`config.mk`:
```
export PLATFORM = sky130hd
export DESIGN_NAME = snake_head_mover
export DESIGN_NICKNAME = d
export VERILOG_FILES = /design/src/rtl/snake_head_mover.sv
export SDC_FILE = /design/constraint.sdc
export NUM_CORES = 1
export LEC_CHECK = 0
export ABC_AREA = 1
export BUFFER_PORTS_ARGS = -buffer_cell sky130_fd_sc_hd__buf_2
export CELL_PAD_IN_SITES_DETAIL_PLACEMENT = 1
export CELL_PAD_IN_SITES_GLOBAL_PLACEMENT = 1
export CORE_ASPECT_RATIO = 1.1
export CORE_MARGIN = 2
export CORE_UTILIZATION = 40
export CTS_CLUSTER_DIAMETER = 120
export DETAILED_ROUTE_END_ITERATION = 16
export PLACE_DENSITY_LB_ADDON = 0.1
export SLEW_MARGIN = 10
export SYNTH_ARGS = -nofsm -noshare
export SYNTH_HDL_FRONTEND = slang
export SYNTH_SLANG_ARGS = --single-unit
export TNS_END_PERCENT = 100
```
`constraint.sdc`:
```
create_clock -name clk -period 1.6 [get_ports clk]
set_input_delay 0.32 -clock clk [delete_from_list [all_inputs] [get_ports clk]]
set_output_delay 0.32 -clock clk [all_outputs]
set_load 0.05 [all_outputs]
```
`src/rtl/snake_head_mover.sv`:
```
// Snake head mover: latches one-hot heading requests, steps the head one cell per tick.
// Build macro SNAKE_WRAP_EN selects wrap-around at the walls instead of a crash.
module snake_head_mover #(
  parameter int unsigned GRID_W   = 40,
  parameter int unsigned GRID_H   = 30,
  parameter int unsigned TICK_DIV = 5_000_000,
  parameter int unsigned START_X  = 20,
  parameter int unsigned START_Y  = 15
) (
  input  logic                        clk,
  input  logic                        rst_n,
  input  logic [3:0]                  direction,
  input  logic                        enable,
  output logic [$clog2(GRID_W)-1:0]   head_x,
  output logic [$clog2(GRID_H)-1:0]   head_y,
  output logic [3:0]                  heading,
  output logic                        step,
  output logic                        crash
);

  localparam int unsigned XW = $clog2(GRID_W);
  localparam int unsigned YW = $clog2(GRID_H);
  localparam int unsigned CW = $clog2(TICK_DIV);
`ifdef SNAKE_WRAP_EN
  localparam bit WRAP_EN = 1'b1;
`else
  localparam bit WRAP_EN = 1'b0;
`endif

  localparam logic [3:0] DIR_L = 4'b0001;
  localparam logic [3:0] DIR_R = 4'b0010;
  localparam logic [3:0] DIR_U = 4'b0100;
  localparam logic [3:0] DIR_D = 4'b1000;

  typedef enum logic [1:0] {S_IDLE, S_RUN, S_DEAD} state_t;

  state_t          r_state;
  state_t          w_state_nxt;
  logic [CW-1:0]   r_cnt;
  logic [3:0]      r_pend;
  logic [3:0]      r_heading;
  logic [XW-1:0]   r_head_x;
  logic [YW-1:0]   r_head_y;
  logic            r_step;
  logic            r_crash;

  logic            w_run_en;
  logic            w_tick;
  logic            w_pend_ld;
  logic [3:0]      w_opp;
  logic            w_wall;
  logic            w_move;
  logic            w_crash_evt;
  logic [XW-1:0]   w_x_mv;
  logic [YW-1:0]   w_y_mv;

  // State register
  always_ff @(posedge clk or negedge rst_n) begin
    if (!rst_n) r_state <= S_IDLE;
    else        r_state <= w_state_nxt;
  end

  // Next-state logic; DEAD only exits through reset
  always_comb begin
    w_state_nxt = r_state;
    case (r_state)
      S_IDLE:  if (enable) w_state_nxt = S_RUN;
      S_RUN:   if (w_crash_evt) w_state_nxt = S_DEAD;
      S_DEAD:  w_state_nxt = S_DEAD;
      default: w_state_nxt = S_IDLE;
    endcase
  end

  // Tick, heading filter and move/wall decode
  always_comb begin
    w_run_en  = (r_state == S_RUN) && enable;
    w_tick    = w_run_en && (r_cnt == CW'(TICK_DIV - 1));
    w_opp     = {r_heading[2], r_heading[3], r_heading[0], r_heading[1]};
    w_pend_ld = enable && (r_state != S_DEAD) && $onehot(direction)
                && (direction != r_heading) && (direction != w_opp);
    w_wall    = 1'b0;
    w_x_mv    = r_head_x;
    w_y_mv    = r_head_y;
    case (r_pend)
      DIR_L: begin
        w_wall = (r_head_x == '0);
        w_x_mv = w_wall ? XW'(GRID_W - 1) : r_head_x - XW'(1);
      end
      DIR_R: begin
        w_wall = (r_head_x == XW'(GRID_W - 1));
        w_x_mv = w_wall ? '0 : r_head_x + XW'(1);
      end
      DIR_U: begin
        w_wall = (r_head_y == '0);
        w_y_mv = w_wall ? YW'(GRID_H - 1) : r_head_y - YW'(1);
      end
      DIR_D: begin
        w_wall = (r_head_y == YW'(GRID_H - 1));
        w_y_mv = w_wall ? '0 : r_head_y + YW'(1);
      end
      default: w_wall = 1'b0;
    endcase
    w_move      = w_tick && (WRAP_EN || !w_wall);
    w_crash_evt = w_tick && w_wall && !WRAP_EN;
  end

  // Datapath registers
  always_ff @(posedge clk or negedge rst_n) begin
    if (!rst_n) begin
      r_cnt     <= '0;
      r_pend    <= DIR_R;
      r_heading <= DIR_R;
      r_head_x  <= XW'(START_X);
      r_head_y  <= YW'(START_Y);
      r_step    <= 1'b0;
      r_crash   <= 1'b0;
    end else begin
      r_step  <= w_move;
      r_crash <= r_crash | w_crash_evt;
      if (w_run_en) r_cnt <= w_tick ? '0 : r_cnt + CW'(1);
      if (w_pend_ld) r_pend <= direction;
      if (w_move) begin
        r_heading <= r_pend;
        r_head_x  <= w_x_mv;
        r_head_y  <= w_y_mv;
      end
    end
  end

  assign head_x  = r_head_x;
  assign head_y  = r_head_y;
  assign heading = r_heading;
  assign step    = r_step;
  assign crash   = r_crash;

endmodule

```
==> impl_table.tex, run 1 <==
\begin{tabular}{lr}
\hline
Metric & Value \\
\hline
\multicolumn{2}{l}{\textbf{Hold path}} \\
\quad Worst min-delay path category & in -> reg \\
\quad Hold Crit Depth & 4 \\
\quad Hold Crit Endpoint & r\_pend[3] \\
\quad Critical hold path startpoint & direction[3] \\
\multicolumn{2}{l}{\textbf{Synth}} \\
\quad Share of the synthesized area in the top cell type & 29.3\% \\
\quad Synthesized cell area & 3240 um2 \\
\quad Unique masters post-synth & 40 \\
\quad Yosys top cell by area & dfrtp\_1 \\
\quad Most numerous cell types in the synthesized netlist & 109 x nand2\_1, 55 x inv\_1, 50 x nor2\_1, 38 x dfrtp\_1, 34 x nand3\_1 \\
\quad Cell types occupying the most area after synthesis & dfrtp\_1 29\%, nand2\_1 13\%, dfstp\_2 6.5\% \\
\quad Post-synth EDFFs & 0 \\
\quad Syn avg cell area & 7.37 um2 \\
\quad Synth async-reset ratio & 100\% \\
\quad Count of warnings emitted by yosys & 0 \\
\quad Flip-flop and latch count after synthesis & 46 \\
\quad Dominant synthesized flop cell & dfrtp\_1 \\
\quad Syn nets & 460 \\
\quad Most repeated cell in the gate-level netlist after synthesis & nand2\_1 \\
\quad Sequential share of the synthesized area & 35.8\% \\
\quad Post-synthesis cell count & 440 \\
\multicolumn{2}{l}{\textbf{Routing}} \\
\quad First-pass iteration count of the detailed router & 4 \\
\quad Total via count after detailed routing & 3,664 \\
\quad Avg Vias per Cell & 5.42 \\
\quad DRC violations left & 0 \\
\quad Iter 0 DRT Violations & 149 \\
\quad Count of antenna-violating nets left after detailed routing & 0 \\
\quad Routed len/inst & 20.0 um \\
\quad Total Routed Length & 13,500 um \\
\multicolumn{2}{l}{\textbf{STA}} \\
\quad Share of the clock period used by the worst path after layout & 126\% \\
\quad Clock tree skew after final layout & 0.0312 ns \\
\quad Final hold vios & 0 \\
\quad Setup TNS & -8.55 ns \\
\quad Max-slew headroom & 77.1\% \\
\quad Transition time of the tightest slew-check pin & 0.341 ns \\
\quad Final worst setup slack & -0.412 ns \\
\quad Final-layout worst hold slack & 0.360 ns \\
\quad Number of pins exceeding their max-slew limit in the final report & 0 \\
\quad Final setup violation count & 42 \\
\quad Minimum period implied by the final worst setup slack & 2.01 ns \\
\quad Peak Freq & 0.497 GHz \\
\quad RSZ-0062 raised after global routing & true \\
\multicolumn{2}{l}{\textbf{Setup path}} \\
\quad Critical R2R Launch & r\_cnt[12] \\
\quad CP Max Fanout & 7 \\
\quad Startpoint Class & flip-flop \\
\quad Critical register-to-register path endpoint & heading[0] \\
\quad Critical Path RT & 1.80 ns \\
\quad R2R setup slack & -0.41 ns \\
\quad Count of cells along the worst register-to-register path & 8 \\
\quad Crit path kind & reg -> reg \\
\quad Critical path capture point type & flip-flop \\
\quad Data arrival time of the worst path & 2.21 ns \\
\quad Cells traversed along the worst timing path & nor2\_1 -> nand2\_1 -> nor3\_1 -> nand2\_1 -> nor2\_2 -> nand2\_8 -> nand2\_4 -> o21ai\_2 \\
\quad Dominant cell type by count on the critical path & nand2\_1 \\
\quad Biggest cell delay along the critical path & 0.46 ns \\
\quad Critical Path Slowest Stage Cell & dfrtp\_1 \\
\multicolumn{2}{l}{\textbf{Final layout}} \\
\quad Count of antenna diodes in the layout & 0 \\
\quad Fraction of final layout cells sized beyond drive strength 1 & 45.1\% \\
\quad Filler cell count & 946 \\
\quad Count of nets after finishing & 587 \\
\quad Layout overhead on the synthesized area & 53.1\% \\
\multicolumn{2}{l}{\textbf{Place}} \\
\quad Post-place setup slack & -0.745 ns \\
\quad Detailed placement HPWL & 7550 um \\
\quad Routability cong. & 0.844 \\
\quad Number of buffers inserted by port buffering & 23 \\
\multicolumn{2}{l}{\textbf{Clock tree}} \\
\quad Deepest level of the CTS H-tree & 2 \\
\quad Master cell of the clock root buffer & clkbuf\_8 \\
\quad TritonCTS sink count & 46 \\
\quad Worst-Skew Late Latency & 0.33 ns \\
\quad Worst-path clk slew & 0.10 ns \\
\quad CTS Buffer Depth & 2 \\
\quad Number of buffers created by CTS & 5 \\
\quad CTS tree & yes \\
\multicolumn{2}{l}{\textbf{Status}} \\
\quad Outcome & complete, but fails checks \\
\quad Failing checks & setup timing \\
\multicolumn{2}{l}{\textbf{Pwr}} \\
\quad Power density normalized to cell area & 863 nW/um2 \\
\quad Maximum vdd drop & 423 uV \\
\quad Total leakage power & 2.49 nW \\
\multicolumn{2}{l}{\textbf{Die}} \\
\quad Starting utilization of the core area & 41.2\% \\
\quad Die ar. & 8840 um2 \\
\quad Number of top-level pins & 24 \\
\quad Count of standard-cell rows & 34 \\
\quad Die Wd & 89.8 um \\
\quad Placeable core region & 7870 um2 \\
\quad Chip height & 98.4 um \\
\multicolumn{2}{l}{\textbf{Run}} \\
\quad Max Cap Viol & 0 \\
\multicolumn{2}{l}{\textbf{Global route}} \\
\quad Global-route total usage across every layer & 27.6\% \\
\quad Initial antenna violation count & 0 \\
\quad Pin count of the biggest net entering global routing & 47 \\
\quad Global-route wire length before repair & 19,900 um \\
\quad Overflow left after global routing & 0 \\
\quad Vias in the first global route & 4,011 \\
\hline
\end{tabular}
timing repair:
item,4_1_cts,5_1_grt
pin swaps,34,33
endpoints found under the setup margin,43,48
hold endpoints to repair,15,0
buffers inserted,16,20
hold buffers,1,0
gates resized for setup,82,61
per-layer routing:
metal / part of all wire, % / up-vias / GRT usage (%) / wire [um]
met4: 4.5 / 0 / 10.4 / 613
met5: 0 / - / 0 / 0
met3: 3.9 / 63 / 3.16 / 531
li1: - / 1666 / - / -
met1: 37 / 1812 / 31.6 / 5000
met2: 55 / 123 / 52.7 / 7360
where the power goes:
part | internal [W] | total (W) | switching (W)
Combinational | 0.000791 | 0.00186 | 0.00107
Clock | 0.000468 | 0.000942 | 0.000474
Sequential | 0.00132 | 0.00147 | 0.000156
Total | 0.00258 | 0.00428 | 0.00170
worst max-delay path by stage:
stage / startpoint / end / slack, ns / cells past startpoint
finish: r_cnt[12] / heading[0] / -0.41 / 8
global route: r_cnt[12] / heading[0] / -0.52 / 8
CTS: head_y[1] / heading[0] / -0.25 / 11
detailed placement: direction[3] / r_pend[3] / -0.75 / 10
global placement: direction[3] / r_pend[2] / -0.63 / 10
floorplan: direction[3] / r_pend[2] / -0.38 / 9
cell usage in the layout, fill, tap and decap left out, types with 3 or more instances in the layout:
master / instances
nand2_1: 85
buf_6: 16
o21ai_4: 3
buf_4: 85
nor3_1: 5
buf_8: 3
inv_1: 44
inv_2: 9
dfrtp_2: 3
nor2_4: 5
nand3_2: 4
clkbuf_8: 5
buf_12: 3
nand2_8: 3
nand3_1: 27
nand4_1: 16
a21oi_1: 10
ha_1: 7
nand2_4: 11
nor3_4: 4
nor2_8: 3
clkbuf_4: 3
a21oi_2: 7
o21ai_0: 8
buf_2: 15
nor2_1: 40
nor2_2: 13
o21ai_2: 8
nand2_2: 20
o21ai_1: 5
xor2_1: 10
xnor2_1: 12
dfrtp_1: 35
nand3_4: 6
ha_4: 4
dfstp_2: 6
cell families after synthesis:
kind of cell	after synthesis	synth area share [%]
xor+xnor	22	5.95
buf+inv	65	7.95
compound gates	47	7.68
fa+ha+maj	13	5.25
simple gates	247	37.3
flops	46	35.8
layout make-up:
cell class	instances	area [um2]	share of cell area, %
clock buffers	6	72.6	1.46
inverters	59	249	5.02
well taps	108	135	2.72
repair buffers	126	1030	20.8
multi-input cells	329	2260	45.6
flip-flops and latches	46	1170	23.6
clock inverters	2	37.5	0.756
state kept, by name, summed over array words and instances (netlist names):
name     cells
head_y       5
r_cnt       23
crash        1
r_pend       4
r_state      2
step         1
head_x       6
heading      4
critical path, delay by kind of cell (launching register included):
kind | cells | cell delay (ns)
compound gates | 1 | 0.05
flops | 1 | 0.46
simple gates | 7 | 1.38
metrics by stage:
| step | util, % | cell area [um2] | power [W] | instances |
|---|---|---|---|---|
| 3_3_place_gp | 52.4 | 4130 | 0.00274 | 639 |
| 3_5_place_dp | 52.4 | 4130 | 0.00283 | 639 |
| 2_1_floorplan | - | 3330 | 0.00218 | 440 |
| 5_1_grt | 63.1 | 4960 | 0.00448 | 676 |
| 4_1_cts | 59.2 | 4660 | 0.00396 | 662 |
| 6_report | 63.1 | 4960 | 0.00428 | 676 |
No activity file was read; power rests on OpenSTA's default activity.
==> run 2: changes to the inputs <==
SETUP_SLACK_MARGIN = 0.4   (was not set)
==> run 2 against run 1 <==
Compared with the run above:
- the flow still finishes with violations (setup timing)
- critical path depth up 2
- cell count up 2.4%
- global-route usage grew 1.8 points
- hold slack worse by 0.023 ns
- design area up 11%
- sequential power is 5% higher
- non-clock buffer count grew 16
- routed wire length grew 34%
- clock power grew 0.5%
- critical path type unchanged
==> impl_table.tex, run 2 (same netlist as run 1, synthesis figures left out) <==
\begin{tabular}{lr}
\hline
Metric & Value \\
\hline
\multicolumn{2}{l}{\textbf{Setup path}} \\
\quad Cell class contributing the biggest share of worst-path delay & simple AND/OR/NAND/NOR gates \\
\quad Launch point of the critical path & r\_state[1] \\
\quad Count of cells along the worst register-to-register path & 10 \\
\quad Cells traversed along the worst timing path & inv\_2 -> ha\_4 -> nand2\_8 -> buf\_6 -> buf\_8 -> nor3\_4 -> nand4\_1 -> o21ai\_2 -> nand2\_2 -> nor2\_2 \\
\quad Crit path kind & reg -> reg \\
\quad Critical Path Slowest Stage Cell & dfrtp\_1 \\
\quad R2R setup slack & -0.41 ns \\
\quad Biggest cell delay along the critical path & 0.43 ns \\
\quad Critical path capture point type & flip-flop \\
\quad CP Max Fanout & 6 \\
\quad Startpoint Class & flip-flop \\
\quad Critical R2R Launch & r\_state[1] \\
\quad Critical Path RT & 1.87 ns \\
\quad Critical register-to-register path endpoint & r\_cnt[19] \\
\quad Buf+Inv Stages, Crit Path & 3 \\
\quad Data arrival time of the worst path & 2.28 ns \\
\multicolumn{2}{l}{\textbf{Pwr}} \\
\quad Net Switching & 0.00191 W \\
\quad Fraction of power consumed by the clock network & 21.1\% \\
\quad Maximum vdd drop & 469 uV \\
\quad Flop pwr share & 34.5\% \\
\quad Post-route total power & 0.00448 W \\
\quad Cell internal power dissipation & 0.00258 W \\
\quad Switching part of the total power & 42.5\% \\
\quad Total leakage power & 2.63 nW \\
\quad Power density normalized to cell area & 813 nW/um2 \\
\quad Gate power share & 44.4\% \\
\multicolumn{2}{l}{\textbf{Global route}} \\
\quad Global-route total usage across every layer & 29.4\% \\
\quad Vias in the first global route & 3,910 \\
\quad Overflow left after global routing & 0 \\
\quad Global-route wire length before repair & 20,700 um \\
\quad Pin count of the biggest net entering global routing & 22 \\
\quad Initial antenna violation count & 0 \\
\multicolumn{2}{l}{\textbf{Hold path}} \\
\quad Hold Crit Depth & 4 \\
\quad Hold Crit Endpoint & r\_pend[3] \\
\quad Critical hold path startpoint & direction[3] \\
\quad Worst min-delay path category & in -> reg \\
\multicolumn{2}{l}{\textbf{Final layout}} \\
\quad Count of nets after finishing & 603 \\
\quad Filler cell count & 868 \\
\quad Leading cell type in the layout, fill and taps excluded & buf\_4 \\
\quad Layout overhead on the synthesized area & 70.2\% \\
\quad Largest reg by FF count & r\_cnt \\
\quad Fraction of final layout cells sized beyond drive strength 1 & 53.4\% \\
\quad Count of antenna diodes in the layout & 0 \\
\quad Flip-flop count of the largest register, all copies and words added & 23 \\
\quad Highest-count cells in the layout ignoring fill and taps & 78 x buf\_4, 72 x nand2\_1, 38 x inv\_1, 37 x buf\_6, 33 x nor2\_1 \\
\multicolumn{2}{l}{\textbf{Place}} \\
\quad Number of buffers inserted by port buffering & 23 \\
\quad Detailed placement HPWL & 7680 um \\
\quad Post-place setup slack & -0.908 ns \\
\quad Routability cong. & 0.856 \\
\multicolumn{2}{l}{\textbf{Clock tree}} \\
\quad CTS Buffer Depth & 2 \\
\quad Number of buffers created by CTS & 5 \\
\quad Worst-Skew Late Latency & 0.33 ns \\
\quad CTS tree & yes \\
\quad Deepest level of the CTS H-tree & 2 \\
\quad TritonCTS sink count & 46 \\
\quad Master cell of the clock root buffer & clkbuf\_8 \\
\quad Worst-path clk slew & 0.11 ns \\
\multicolumn{2}{l}{\textbf{Routing}} \\
\quad Avg Vias per Cell & 5.83 \\
\quad Count of antenna-violating nets left after detailed routing & 0 \\
\quad Total via count after detailed routing & 4,035 \\
\quad First-pass iteration count of the detailed router & 5 \\
\quad Iter 0 DRT Violations & 294 \\
\quad DRC violations left & 0 \\
\quad Total Routed Length & 18,100 um \\
\quad Routed len/inst & 26.2 um \\
\multicolumn{2}{l}{\textbf{Die}} \\
\quad Number of top-level pins & 24 \\
\quad Placeable core region & 7870 um2 \\
\quad Count of standard-cell rows & 34 \\
\quad Die ar. & 8840 um2 \\
\quad Starting utilization of the core area & 41.2\% \\
\quad Chip height & 98.4 um \\
\quad Die Wd & 89.8 um \\
\multicolumn{2}{l}{\textbf{STA}} \\
\quad Transition time of the tightest slew-check pin & 0.456 ns \\
\quad Clock tree skew after final layout & 0.0148 ns \\
\quad Final hold vios & 0 \\
\quad Share of the clock period used by the worst path after layout & 125\% \\
\quad Minimum period implied by the final worst setup slack & 2.01 ns \\
\quad Final setup violation count & 41 \\
\quad Final worst setup slack & -0.407 ns \\
\quad Peak Freq & 0.498 GHz \\
\quad Final-layout worst hold slack & 0.337 ns \\
\quad Number of pins exceeding their max-slew limit in the final report & 0 \\
\quad Max-slew headroom & 69.6\% \\
\quad RSZ-0062 raised after global routing & true \\
\multicolumn{2}{l}{\textbf{Run}} \\
\quad Max Cap Viol & 0 \\
\multicolumn{2}{l}{\textbf{Status}} \\
\quad Outcome & complete, but fails checks \\
\quad Failing checks & setup timing \\
\hline
\end{tabular}
run 2: per-layer routing:
layer / GRT usage, % / vias to the layer above / part of all wire [%]
met1: 35.1 / 2043 / 37
met5: 0 / - / 0
li1: - / 1700 / -
met3: 2.78 / 74 / 5.8
met2: 56.4 / 218 / 53
met4: 8.05 / 0 / 4.9
run 2: power groups by stage:
stage               registers, W  logic (W)  clock network [W]
global route             0.00155    0.00209           0.000987
finish                   0.00155    0.00199           0.000947
CTS                      0.00149    0.00148           0.000905
global placement         0.00149    0.00124                  0
detailed placement       0.00150    0.00131                  0
floorplan                0.00148   0.000817                  0
run 2: worst min-delay path: stages:
cell and delay (ns):
buf_6 0.11, inv_8 0.04, buf_4 0.09, o21ai_2 0.05
run 2: repair_timing:
item	in CTS	in global routing
endpoints found under the hold margin	14	0
setup endpoints to repair	62	63
cloned	1	0
pin swaps	32	32
buffers inserted	20	26
gates resized for setup	150	76
hold buffers	1	0
run 2: through the flow:
stage | instance area, um2 | setup TNS, ns | cells | utilization (%)
final | 5520 | -11.58 | 692 | 70.1
after global routing | 5520 | -12.65 | 692 | 70.1
after CTS | 5040 | -3.94 | 666 | 64.0
after detailed placement | 4200 | -6.54 | 636 | 53.3
after global placement | 4200 | -4.47 | 636 | 53.3
after floorplan | 3450 | -3.60 | 440 | -
run 2: area by class of cell:
cell class              instances  area, um2  area share, %
repair buffers                142       1410           25.6
flip-flops and latches         46       1180           21.3
inverters                      59        265           4.81
clock buffers                   7       76.3           1.38
clock inverters                 1       30.0          0.544
well taps                     108        135           2.45
multi-input cells             329       2420           43.9
run 2: worst max path at each step:
stage / end / slack, ns / depth (start not counted)
after floorplan: r_pend[2] / -0.38 / 9
after detailed placement: r_pend[3] / -0.91 / 10
after CTS: r_pend[3] / -0.27 / 11
after global placement: r_pend[2] / -0.63 / 10
final: r_cnt[19] / -0.41 / 10
after global routing: head_x[5] / -0.43 / 10
